$ cat src/rtl/jt12_interp_pkg.sv
// jt12_interp_pkg: shared FSM state type and width helper for the interpolator
package jt12_interp_pkg;

  typedef enum logic [1:0] {
    EMPTY,
    PRIME,
    RUN
  } state_t;

  function automatic int acc_w(input int width, input int shift);
    return width + shift + 1;
  endfunction

endpackage

$ cat src/rtl/jt12_interp_buf.sv
// jt12_interp_buf: one-entry valid/ready holding register for incoming samples
module jt12_interp_buf
  import jt12_interp_pkg::*;
#(
  parameter int WIDTH = 12
) (
  input  logic                    clk,
  input  logic                    rst_n,
  input  logic signed [WIDTH-1:0] din,
  input  logic                    din_valid,
  output logic                    din_ready,
  input  logic                    pop,
  output logic signed [WIDTH-1:0] pend,
  output logic                    pend_full
);

  assign din_ready = !pend_full;

  // accept only into an empty slot, so an accept and a pop never coincide
  always_ff @(posedge clk or negedge rst_n) begin
    if (!rst_n) begin
      pend      <= '0;
      pend_full <= 1'b0;
    end else if (din_valid && din_ready) begin
      pend      <= din;
      pend_full <= 1'b1;
    end else if (pop) begin
      pend_full <= 1'b0;
    end
  end

endmodule

$ cat src/rtl/jt12_interp.sv
// jt12_interp: linear interpolator producing one ramp value per clk between input samples
module jt12_interp
  import jt12_interp_pkg::*;
#(
  parameter int WIDTH = 12,
  parameter int SHIFT = 5
) (
  input  logic                    clk,
  input  logic                    rst_n,
  input  logic signed [WIDTH-1:0] din,
  input  logic                    din_valid,
  output logic                    din_ready,
  output logic signed [WIDTH-1:0] dout,
  output logic                    underrun
);

  localparam int AW = acc_w(WIDTH, SHIFT);

  logic signed [WIDTH-1:0] pend, cur;
  logic                    pend_full, pop, load, seg;
  logic signed [WIDTH:0]   delta;
  logic signed [AW-1:0]    acc;
  logic [SHIFT-1:0]        phase;
  state_t                  st, st_nx;

  jt12_interp_buf #(.WIDTH(WIDTH)) u_buf (
    .clk      (clk),
    .rst_n    (rst_n),
    .din      (din),
    .din_valid(din_valid),
    .din_ready(din_ready),
    .pop      (pop),
    .pend     (pend),
    .pend_full(pend_full)
  );

  assign dout = acc[WIDTH+SHIFT-1:SHIFT];

  // state register
  always_ff @(posedge clk or negedge rst_n) begin
    if (!rst_n) st <= EMPTY;
    else        st <= st_nx;
  end

  // load first sample, start segments at priming and at each phase wrap
  always_comb begin
    load  = (st == EMPTY) && pend_full;
    seg   = ((st == PRIME) && pend_full) || ((st == RUN) && (&phase));
    pop   = load || (seg && pend_full);
    st_nx = load ? PRIME : (seg ? RUN : st);
  end

  // accumulator walks by delta each cycle and reloads exactly at each segment start
  always_ff @(posedge clk or negedge rst_n) begin
    if (!rst_n) begin
      cur      <= '0;
      delta    <= '0;
      acc      <= '0;
      phase    <= '0;
      underrun <= 1'b0;
    end else begin
      underrun <= seg && !pend_full;
      if (load) begin
        cur <= pend;
        acc <= {pend[WIDTH-1], pend, {SHIFT{1'b0}}};
      end else if (seg) begin
        acc   <= {cur[WIDTH-1], cur, {SHIFT{1'b0}}};
        phase <= '0;
        delta <= pend_full ? ({pend[WIDTH-1], pend} - {cur[WIDTH-1], cur}) : '0;
        if (pend_full) cur <= pend;
      end else if (st == RUN) begin
        acc   <= acc + {{(AW-WIDTH-1){delta[WIDTH]}}, delta};
        phase <= phase + 1'b1;
      end
    end
  end

endmodule
$ cat config.mk
export PLATFORM = sky130hd
export DESIGN_NAME = jt12_interp
export DESIGN_NICKNAME = d
export VERILOG_FILES = /design/src/rtl/jt12_interp_pkg.sv /design/src/rtl/jt12_interp_buf.sv /design/src/rtl/jt12_interp.sv
export SDC_FILE = /design/constraint.sdc
export NUM_CORES = 1
export LEC_CHECK = 0
export BUFFER_PORTS_ARGS = -buffer_cell sky130_fd_sc_hd__buf_2
export CAP_MARGIN = 5
export CORE_MARGIN = 4
export CORE_UTILIZATION = 51
export DETAILED_ROUTE_END_ITERATION = 10
export PLACE_DENSITY = 0.69
export RECOVER_POWER = 25
export SLEW_MARGIN = 25
export SYNTH_ARGS = -nofsm -noshare
export SYNTH_HDL_FRONTEND = slang
export SYNTH_SLANG_ARGS = --single-unit
export TNS_END_PERCENT = 100
$ cat constraint.sdc
create_clock -name clk -period 6.66 [get_ports clk]
set_clock_uncertainty 0.15 [all_clocks]
set_input_delay 0 -clock clk [delete_from_list [all_inputs] [get_ports clk]]
set_output_delay 0 -clock clk [all_outputs]
set_load 0.05 [all_outputs]
==> flow_summary.json <==
{
  "rows": 32,
  "syn_area_um2": 4202,
  "grt_pass1_wl_um": 16820,
  "relSlewSlack_pct": -126.8,
  "critPathKind": "primary input to async pin",
  "place.gp.congestion": 0.8840,
  "cts.sinks": 63,
  "drive_gt1_share_pct": 16.91,
  "setup_violations": 0,
  "vias": 3514,
  "ant_nets": 0,
  "floorplan.die.height_um": 98.77,
  "hpwl_um": 7258,
  "outcome": "finished, violations left",
  "post-route-period-util_pct": 52.36,
  "drtPass1Iterations": 5,
  "final_cell_mix": "63 x dfrtp_1, 44 x nand2_1, 30 x o21ai_0, 30 x ha_1, 29 x a21oi_1",
  "ys_types": 61,
  "avgSynthCellArea_um2": 9.295,
  "clkLatencyLatePin_ns": 0.36,
  "remaining_drc_errors": 0,
  "antenna_found_initial": 0,
  "viasPerCell": 5.986,
  "grt_max_degree": 64,
  "ys_seq_area_share_pct": 37.52,
  "synth_top_area_share_pct": 37.52,
  "coreArea_um2": 7888,
  "clk_path_buf_depth": 2,
  "ioPinCount": 29,
  "ys_async_sr_fraction_pct": 100.0,
  "crit_required_ns": 6.21,
  "failed_checks": "capacitance limit, slew limit",
  "dieArea_um2": 9755,
  "synth_fp_nets": 499,
  "hold_class": "primary input to flip-flop",
  "syn-instance-count": 452,
  "cts_tree": "yes",
  "drt_first_iter_violations": 191,
  "final_hold_viol_count": 0,
  "start_util_pct": 53.27,
  "end_kind": "async pin",
  "grt_overflow": 0,
  "diodes": 0,
  "crit_fanout": 63,
  "htreeDepth": 3,
  "portBuffers": 28,
  "start_kind": "primary input",
  "post_cts_buffers": 0,
  "cts_root_buf": "clkbuf_8",
  "synth_warnings": 0,
  "fin_crit_ns": 3.487,
  "yosys-top-cells-area": "dfrtp_1 38%, ha_1 8.9%, mux2_2 6.4%",
  "ys.flop_type": "dfrtp_1",
  "synth_enable_flop_cells": 0,
  "drv_cap": 1,
  "grt_use_total_pct": 21.70,
  "cts_inserted_buffers": 9,
  "final_common_cell": "dfrtp_1",
  "slew_violations": 64,
  "die_w_um": 98.77,
  "worst_pin_slew_ns": 3.402,
  "grt_setup_unrepaired": "false",
  "arrival_ns": 3.04,
  "synth_seq_cells": 63,
  "clk_pin_slew_ns": 0.07,
  "tns_ns": 0,
  "reg2reg_from": "phase[0]",
  "hold_ws_ns": 0.1071,
  "hold_start": "din_valid",
  "areaGrowthSynthToFinish_pct": 11.88,
  "yosysTopAreaCell": "dfrtp_1",
  "fmax_mhz": 286.8,
  "grt_pass1_vias": 3336,
  "nets": 527,
  "wl_per_cell_um": 17.48,
  "setup.worst_path.start": "rst_n",
  "wl_um": 10260
}
stage by stage:
step                utilization (%)  worst slack (ns)  instance area, µm²  std cells
CTS                           59.66             3.611                4706        587
detailed placement            54.90             3.627                4330        558
finish                        59.60             3.173                4701        587
floorplan                         -             4.204                4202        452
global placement              54.90             3.795                4330        558
global route                  59.60             2.454                4701        587
cell usage after synthesis, types with 5 or more instances:
cell type and n:
nor3_1 13, o31ai_1 7, nand3_1 7, clkbuf_1 5
nor2_1 27, a211oi_1 13, mux2_2 24, o21ai_0 30
o22ai_1 11, a21o_1 5, nand2b_1 5, buf_2 9
a21oi_1 29, xnor2_1 9, nand2_1 44, ha_1 30
buf_4 13, dfrtp_1 63, inv_1 25, nor2b_1 6
o21a_1 5
critical path, cell delays in order:
cell and delay [ns]:
dlygate4sd3_1 0.52, buf_2 0.09, clkbuf_1 2.39
worst paths after layout:
check                      slack [ns]  depth (start not counted)             to
min reg2reg                      0.35                          2       delta[8]
max in group clk                 3.59                          8         cur[7]
max reg2reg                      3.59                          8         cur[7]
min in group asynchronous        1.28                          3         acc[2]
max                              3.17                          3  u_buf.pend[6]
min                              0.11                          4  u_buf.pend[0]
layout make-up:
cell class	instances	area (µm²)
fillers	700	3187
multi-input cells	336	2366
flip-flops and latches	63	1577
repair buffers	44	287.8
well taps	102	127.6
clock buffers	9	123.9
clock inverters	7	121.4
inverters	26	97.59
repair_timing:
item / CTS / global route
hold buffers: 13 / 0
endpoints found under the hold margin: 75 / 0
resized for setup: 0 / 0
cell families after synthesis:
logic type / synth area share (%)
adders and majority gates: 9.887
AOI/OAI and AO/OA: 22.63
and+or+nand+nor: 14.59
muxes: 6.909
xor gates and xnor gates: 2.293
buffers and inverters: 6.164
DFF: 37.52
sequential cells by signal, summed over array words and instances (netlist names):
register	flops
acc	17
delta	13
cur	12
u_buf.pend	12
phase	5
st	2
u_buf.pend_full	1
underrun	1
metal layers:
layer / wire length [µm] / GRT usage (%) / vias to the layer above
met5: 0 / 0 / -
met4: 170 / 7.353 / 0
met3: 508 / 4.246 / 16
met2: 4813 / 33.57 / 92
met1: 4770 / 30.46 / 1703
li1: - / - / 1703
Power is not shown: default switching activity piles up to over one toggle a cycle in this logic, so the estimate is an artifact.
